`config.mk`:
```
export PLATFORM = sky130hd
export DESIGN_NAME = ps2_scancode_receiver
export DESIGN_NICKNAME = d
export VERILOG_FILES = /design/src/rtl/ps2_scancode_receiver.sv
export SDC_FILE = /design/constraint.sdc
export NUM_CORES = 1
export LEC_CHECK = 0
export ABC_AREA = 0
export CAP_MARGIN = 20
export CORE_UTILIZATION = 45
export CTS_CLUSTER_SIZE = 12
export DETAILED_ROUTE_END_ITERATION = 8
export HOLD_SLACK_MARGIN = 0.02
export RECOVER_POWER = 25
export SLEW_MARGIN = 20
export SYNTH_ARGS = -nofsm -noshare
export SYNTH_HDL_FRONTEND = slang
export SYNTH_SLANG_ARGS = --single-unit
export TNS_END_PERCENT = 1
```
`constraint.sdc`:
```
create_clock -name clk -period 3.7 [get_ports clk]
set_input_delay 0.74 -clock clk [delete_from_list [all_inputs] [get_ports clk]]
set_output_delay 0.74 -clock clk [all_outputs]
set_load 0.03 [all_outputs]
```
`src/rtl/ps2_scancode_receiver.sv`:
```
// ps2_scancode_receiver
// Receive-only PS/2 keyboard front end: synchronises and filters the raw
// PS/2 clock, deserialises 11-bit device-to-host frames and folds the
// E0/F0/E1 prefix bytes into single key events.
//
// Output handshake: scan_received and frame_error are single-cycle pulses
// with no back-pressure. scancode/extended/released become valid in the
// cycle scan_received is high and hold until the next event.
module ps2_scancode_receiver #(
  parameter int FILTER_LEN = 8,
  parameter int TIMEOUT    = 20000
) (
  input  logic       clk,
  input  logic       rst,
  input  logic       ps2clk,
  input  logic       ps2data,
  output logic       scan_received,
  output logic [7:0] scancode,
  output logic       extended,
  output logic       released,
  output logic       frame_error
);

  localparam int FW = $clog2(FILTER_LEN + 1);
  localparam int TW = $clog2(TIMEOUT + 1);

  typedef enum logic [1:0] {
    ST_IDLE   = 2'd0,
    ST_DATA   = 2'd1,
    ST_PARITY = 2'd2,
    ST_STOP   = 2'd3
  } state_t;

  logic [1:0]    clk_sync;
  logic [1:0]    data_sync;
  logic          filt_clk;
  logic [FW-1:0] filt_cnt;
  logic          strobe;

  state_t        state;
  logic [2:0]    bit_cnt;
  logic [7:0]    shift_reg;
  logic          par_bit;
  logic [TW-1:0] to_cnt;
  logic          ext_pend;
  logic          rel_pend;
  logic [2:0]    skip_cnt;

  logic          sample;
  logic          frame_ok;
  logic          ignored;

  // Data is sampled from the synchronised pin; the strobe lands mid-bit.
  assign sample   = data_sync[1];
  // Stop bit high and odd parity over data plus parity bit.
  assign frame_ok = sample && ((^shift_reg) ^ par_bit);

  // Bytes that carry no key information (acks, self-test results, errors).
  always_comb begin
    ignored = 1'b0;
    case (shift_reg)
      8'h00, 8'hAA, 8'hEE, 8'hFA, 8'hFC, 8'hFE, 8'hFF: ignored = 1'b1;
      default: ignored = 1'b0;
    endcase
  end

  // Two-flop synchronisers for both asynchronous PS/2 pins (idle high).
  always_ff @(posedge clk) begin
    if (rst) begin
      clk_sync  <= 2'b11;
      data_sync <= 2'b11;
    end else begin
      clk_sync  <= {clk_sync[0], ps2clk};
      data_sync <= {data_sync[0], ps2data};
    end
  end

  // Saturating glitch filter on the PS/2 clock; a falling filtered edge is a bit strobe.
  always_ff @(posedge clk) begin
    if (rst) begin
      filt_clk <= 1'b1;
      filt_cnt <= '0;
      strobe   <= 1'b0;
    end else begin
      strobe <= 1'b0;
      if (clk_sync[1] != filt_clk) begin
        if (filt_cnt == FW'(FILTER_LEN - 1)) begin
          filt_clk <= clk_sync[1];
          filt_cnt <= '0;
          strobe   <= filt_clk;
        end else begin
          filt_cnt <= filt_cnt + 1'b1;
        end
      end else begin
        filt_cnt <= '0;
      end
    end
  end

  // Frame FSM, inactivity timeout and prefix decoder with registered outputs.
  always_ff @(posedge clk) begin
    if (rst) begin
      state         <= ST_IDLE;
      bit_cnt       <= '0;
      shift_reg     <= '0;
      par_bit       <= 1'b0;
      to_cnt        <= '0;
      ext_pend      <= 1'b0;
      rel_pend      <= 1'b0;
      skip_cnt      <= '0;
      scan_received <= 1'b0;
      scancode      <= '0;
      extended      <= 1'b0;
      released      <= 1'b0;
      frame_error   <= 1'b0;
    end else begin
      scan_received <= 1'b0;
      frame_error   <= 1'b0;

      if (strobe) begin
        to_cnt <= '0;
      end else if (state != ST_IDLE) begin
        to_cnt <= to_cnt + 1'b1;
      end

      if (state != ST_IDLE && !strobe && to_cnt == TW'(TIMEOUT - 1)) begin
        // Keyboard stopped clocking mid-frame: abandon it.
        state       <= ST_IDLE;
        to_cnt      <= '0;
        frame_error <= 1'b1;
        ext_pend    <= 1'b0;
        rel_pend    <= 1'b0;
        skip_cnt    <= '0;
      end else if (strobe) begin
        case (state)
          ST_IDLE: begin
            if (!sample) begin
              state   <= ST_DATA;
              bit_cnt <= '0;
            end else begin
              frame_error <= 1'b1;
              ext_pend    <= 1'b0;
              rel_pend    <= 1'b0;
              skip_cnt    <= '0;
            end
          end
          ST_DATA: begin
            shift_reg <= {sample, shift_reg[7:1]};
            bit_cnt   <= bit_cnt + 1'b1;
            if (bit_cnt == 3'd7) state <= ST_PARITY;
          end
          ST_PARITY: begin
            par_bit <= sample;
            state   <= ST_STOP;
          end
          ST_STOP: begin
            state <= ST_IDLE;
            if (!frame_ok) begin
              frame_error <= 1'b1;
              ext_pend    <= 1'b0;
              rel_pend    <= 1'b0;
              skip_cnt    <= '0;
            end else if (skip_cnt != 3'd0) begin
              skip_cnt <= skip_cnt - 1'b1;
            end else if (shift_reg == 8'hE1) begin
              // Pause: swallow the remaining seven bytes of the sequence.
              skip_cnt <= 3'd7;
              ext_pend <= 1'b0;
              rel_pend <= 1'b0;
            end else if (shift_reg == 8'hE0) begin
              ext_pend <= 1'b1;
            end else if (shift_reg == 8'hF0) begin
              rel_pend <= 1'b1;
            end else if (ignored) begin
              ext_pend <= 1'b0;
              rel_pend <= 1'b0;
            end else begin
              scancode      <= shift_reg;
              extended      <= ext_pend;
              released      <= rel_pend;
              scan_received <= 1'b1;
              ext_pend      <= 1'b0;
              rel_pend      <= 1'b0;
            end
          end
          default: state <= ST_IDLE;
        endcase
      end
    end
  end

endmodule

```
# Yosys cells after proc, flatten, opt, wreduce, memory -nomap -nowiden
# Cells that the tools add are included.
dict set report op_classes {
  n_addsub 4
  multipliers 0
  div 0
  magnitude_cmp 0
  n_eq_ne 23
  shift 0
  n_mux 30
  bitwise 12
  n_reduce_logical 26
}
# cell count
set op_table {}
lappend op_table {{== test 8 bit, second input constant} 9}
lappend op_table {{2-to-1 mux 1 bit} 17}
lappend op_table {{adder 15 x 1 -> 15 bit, second input constant} 1}
lappend op_table {{== test 15 bit, second input constant} 1}
lappend op_table {{2-to-1 mux 3 bit} 5}
lappend op_table {{one-hot mux 3 bit (2 select lines)} 2}
lappend op_table {{NOT 1 bit} 11}
lappend op_table {{AND reduction 5 bit} 2}
lappend op_table {{AND reduction 3 bit} 3}
lappend op_table {{AND reduction 9 bit} 1}
lappend op_table {{OR reduction 3 bit} 3}
lappend op_table {{OR reduction 9 bit} 1}
lappend op_table {{zero test 8 bit} 1}
lappend op_table {{inequality test 4 bit, second input constant} 2}
lappend op_table {{one-hot mux 2 bit (4 select lines)} 1}
lappend op_table {{AND reduction 4 bit} 2}
lappend op_table {{parity 8 bit} 1}
lappend op_table {{OR reduction 7 bit} 1}
lappend op_table {{inequality test 2 bit, second input constant} 3}
lappend op_table {{one-hot mux 1 bit (2 select lines)} 3}
lappend op_table {{nonzero test 2 bit} 3}
lappend op_table {{inequality test 5 bit, second input constant} 1}
lappend op_table {{adder 4 x 1 -> 4 bit, second input constant} 1}
lappend op_table {{== test 2 bit, second input constant} 2}
lappend op_table {{15 further kinds} 18}
dict set report word_totals {
  regBits 56
  latch_bits 0
  mem_bits_rw 0
  mem_bits_ro 0
  input_bits 4
  out_inout_bits 12
  elab_cells 113
  mem_count 0
}

# Depth between registers and ports, before layout
dict set report depth {
  word_depth 7
  ltp_mapped 8
  mapped_depth_nobuf 7
}

# Least setup slack after synthesis
# OpenSTA, ideal clock, no wires.
dict set report synth_timing {
  path_type {reg-to-reg}
  start {register shift_reg[0]}
  end {register extended}
  setup_time_ns 0.072
  t_arrival_ns 2.047
  required_ns 3.628
  setup_slack_ns 1.582
  path_stages_with_launch 9
  n_path_buf 1
  synth_period_minus_slack_ns 2.118
  path_cell_list {dfxtp_1 inv_1 ha_1 xnor3_1 xnor2_2 nand3_1 a211oi_2 buf_6 mux2i_1}
}
dict set report synth_via {
  elab_chain_cells 5
  word_cells_on_any_way 20
  classes_between {9 x eq/ne; 1 x mux; 5 x bitwise; 5 x reduce/logical}
}
# item line_no
set synth_lines {}
lappend synth_lines {{from (decl)} 42} ;# logic [7:0] shift_reg;
lappend synth_lines {{from (signal assigned)} 148} ;# shift_reg <= {sample, shift_reg[7:1]};
lappend synth_lines {{== test 8 bit / zero test 8 bit (equally long branches)} 61} ;# case (shift_reg)
lappend synth_lines {{OR reduction 7 bit} 61}
lappend synth_lines {{2-to-1 mux 1 bit} 61}
lappend synth_lines {{NOT 1 bit (no line)} --}
lappend synth_lines {{AND reduction 9 bit (no line) *} --}
lappend synth_lines {{to (signal assigned)} 179} ;# extended <= ext_pend;
lappend synth_lines {{to (decl)} 19} ;# output logic extended,
# Mark *: on every way between the ends. The rest lies on a longest branch, timed or not.
# A chain may end at the register's enable or synchronous reset.

# Final worst setup path
dict set report layout_timing {
  start {input port rst}
  end {register filt_cnt[1]}
}
dict set report layout_via {
  elab_chain_cells 1
}
# item line_no
set layout_lines {}
lappend layout_lines {{from (decl)} 14} ;# input logic rst,
lappend layout_lines {{OR reduction 3 bit (no line)} --}
lappend layout_lines {{to (signal assigned)} 92} ;# filt_cnt <= filt_cnt + 1'b1;
lappend layout_lines {{to (decl)} 37} ;# logic [FW-1:0] filt_cnt;
# Every way passes these cells.

==> flow_summary.json <==
{
  "ir_worst_vdd_uv": 189.0,
  "fin_setup_tns_ns": 0,
  "die-area_um2": 6539,
  "swShare_pct": 22.85,
  "gp_congestion": 0.7500,
  "clockBufferDepth": 2,
  "clock-skew-final_ns": 0.009054,
  "p_leak_nw": 1.126,
  "die_y_um": 80.87,
  "syn_inst": 308,
  "clock.fmax_ghz": 0.3857,
  "dp_slack_ns": 1.368,
  "final_max_slew_viol_count": 0,
  "yosys.cell_types.count": 46,
  "fin_crit_ns": 2.593,
  "hold-worst-slack_ns": 0.4186,
  "cp.required_ns": 3.92,
  "via_count": 2061,
  "worstPathMaxFanout": 34,
  "fin_ws_ns": 1.107,
  "drtIter0Drc": 49,
  "initial_utilization_pct": 47.00,
  "crit_path_start_kind": "primary input",
  "antenna_found_initial": 0,
  "final_cell_mix": "dfxtp_1, nor2_1, ha_1",
  "dieWidth_um": 80.87,
  "syn2layout_area_growth_pct": 9.656,
  "pwr_density_cell_nw_per_um2": 316.9,
  "min_period_over_period_pct": 70.08,
  "crit_type": "primary input to flop",
  "dp_hpwl_um": 3415,
  "use_met3_pct": 3.708,
  "synth_edf_count": 0,
  "clk_pin_slew_ns": 0.10,
  "timing.rr.end": "scancode[0]",
  "grt_start_max_net_pins": 35,
  "arrival_ns": 2.81,
  "grt_usage_pct": 16.46,
  "synth-warning-count": 0,
  "wirelength_um": 4813,
  "cts_tree": "yes",
  "seq_area_frac_synth_pct": 40.05,
  "power_frac_comb_pct": 2.2,
  "finalSetupViolCount": 0,
  "reg2regPathDepth": 8,
  "insertion_delay_ns": 0.32,
  "p_int_mw": 0.7502,
  "final_nets": 346,
  "grt_pass1_vias": 1882,
  "yosys_register_bits": 56,
  "worstHoldStart": "clk_sync[0]",
  "coreArea_um2": 5956,
  "clock_sinks": 56,
  "rows": 28,
  "hold_viol_final": 0,
  "io_pins": 16,
  "reg2reg_from": "shift_reg[1]",
  "grt_pass1_wl_um": 8500,
  "outcome": "complete, no violations",
  "drc": 0,
  "grtUsageMet2_pct": 26.47,
  "dr.pass1.iters": 4,
  "maxSlewHeadroom_pct": 21.93,
  "wl_per_cell_um": 12.18,
  "cap_violations": 0,
  "min_path_type": "flop to flop",
  "grt.overflow.total": 0,
  "largest_register_ffs": 15,
  "cts_max_level": 2,
  "async_flop_share_pct": 0,
  "min_to": "clk_sync[1]",
  "p_seq_share_pct": 62.4,
  "ys.flop_type": "dfxtp_1",
  "antenna_left": 0,
  "antenna_cells": 0,
  "switchingPower_mw": 0.2222,
  "clkPwrFrac_pct": 35.4,
  "tightest_slew_ns": 1.171,
  "syn_nets": 335,
  "hold_buffers": 0,
  "drive_above_1_share_pct": 7.187,
  "cts_resized": 0,
  "via_per_inst": 5.218,
  "use_met1_pct": 21.93,
  "rsz0062_at_grt": "false",
  "busiest_layer": "met2",
  "numCtsBuffers": 5,
  "netlist_area_um2": 2799,
  "crit_path_end_kind": "flop",
  "cts_setup_buffers": 0,
  "mostFrequentLayoutCell": "dfxtp_1",
  "ctsRootBufferMaster": "clkbuf_8",
  "ff2ff_setup_slack_ns": 1.37,
  "port_buffers": 15,
  "synth_area_per_cell_um2": 9.087,
  "hold_depth": 1
}
[metal layers]
metal	part of all wire, %	up-vias
met3	3.3	6
met4	1.2	0
met2	43	28
met5	0	-
li1	-	1068
met1	52	959
[stage by stage]
step | util, % | instances | area [µm²] | total power [mW]
after floorplan | - | 308 | 2799 | 0.6391
after global placement | 50.06 | 387 | 2982 | 0.6431
after detailed placement | 50.06 | 387 | 2982 | 0.6432
after CTS | 51.60 | 395 | 3073 | 0.9919
after global routing | 51.53 | 395 | 3069 | 1.017
final | 51.53 | 395 | 3069 | 0.9725
[layout make-up]
cell class / count / area (µm²)
fillers: 568 / 2887
multi-input cells: 222 / 1538
flip-flops and latches: 56 / 1121
repair buffers: 17 / 161.4
well taps: 75 / 93.84
clock buffers: 5 / 68.82
inverters: 17 / 63.81
clock inverters: 3 / 22.52
[critical path: stages]
cell and delay [ns]:
dlygate4sd3_1 0.76, clkbuf_1 0.91, nor2_1 0.16, and3_1 0.23
[Yosys cell counts, types with 3 or more instances]
master / count / share of area [%]
nand3_1: 22 / 3.9
ha_1: 23 / 10
xnor2_1: 5 / 1.6
dfxtp_1: 56 / 40
xor2_1: 12 / 3.8
nor2b_1: 3 / 0.67
inv_1: 17 / 2.3
nand4_1: 5 / 1.1
nand2_1: 22 / 3.0
a21oi_1: 13 / 2.3
nor3_1: 5 / 0.89
or2_2: 6 / 1.3
mux2i_1: 13 / 4.6
and3_1: 6 / 1.3
nor2_1: 25 / 3.4
o21ai_0: 7 / 1.3
and2_1: 3 / 0.67
clkbuf_1: 9 / 1.2
nand2b_1: 20 / 4.5
[logic make-up (layout without fill, tap and decap cells)]
family | after synthesis | in the layout | synth area share (%)
AO/OA/AOI/OAI | 39 | 39 | 9.298
XOR/XNOR | 19 | 19 | 6.705
adder cells (fa/ha/maj) | 23 | 23 | 10.28
buffers and inverters | 30 | 42 | 5.006
flip-flops | 56 | 56 | 40.05
multiplexers | 14 | 14 | 5.051
AND/OR/NAND/NOR | 127 | 127 | 23.60
[power groups by stage]
stage / clock, mW / combinational [mW] / sequential (mW)
final: 0.344 / 0.0217 / 0.607
after global routing: 0.385 / 0.0245 / 0.607
after CTS: 0.362 / 0.0227 / 0.607
after detailed placement: 0 / 0.0225 / 0.621
after global placement: 0 / 0.0225 / 0.621
after floorplan: 0 / 0.0197 / 0.619
[worst max-delay path by stage]
stage,cells after the start,end,startpoint
after CTS,8,scancode[0],shift_reg[1]
after floorplan,8,extended,shift_reg[0]
after detailed placement,8,scancode[0],shift_reg[1]
after global routing,4,filt_cnt[1],rst
after global placement,3,to_cnt[2],rst
final,4,filt_cnt[1],rst
Note: power is estimated with default switching activity, not from simulation.
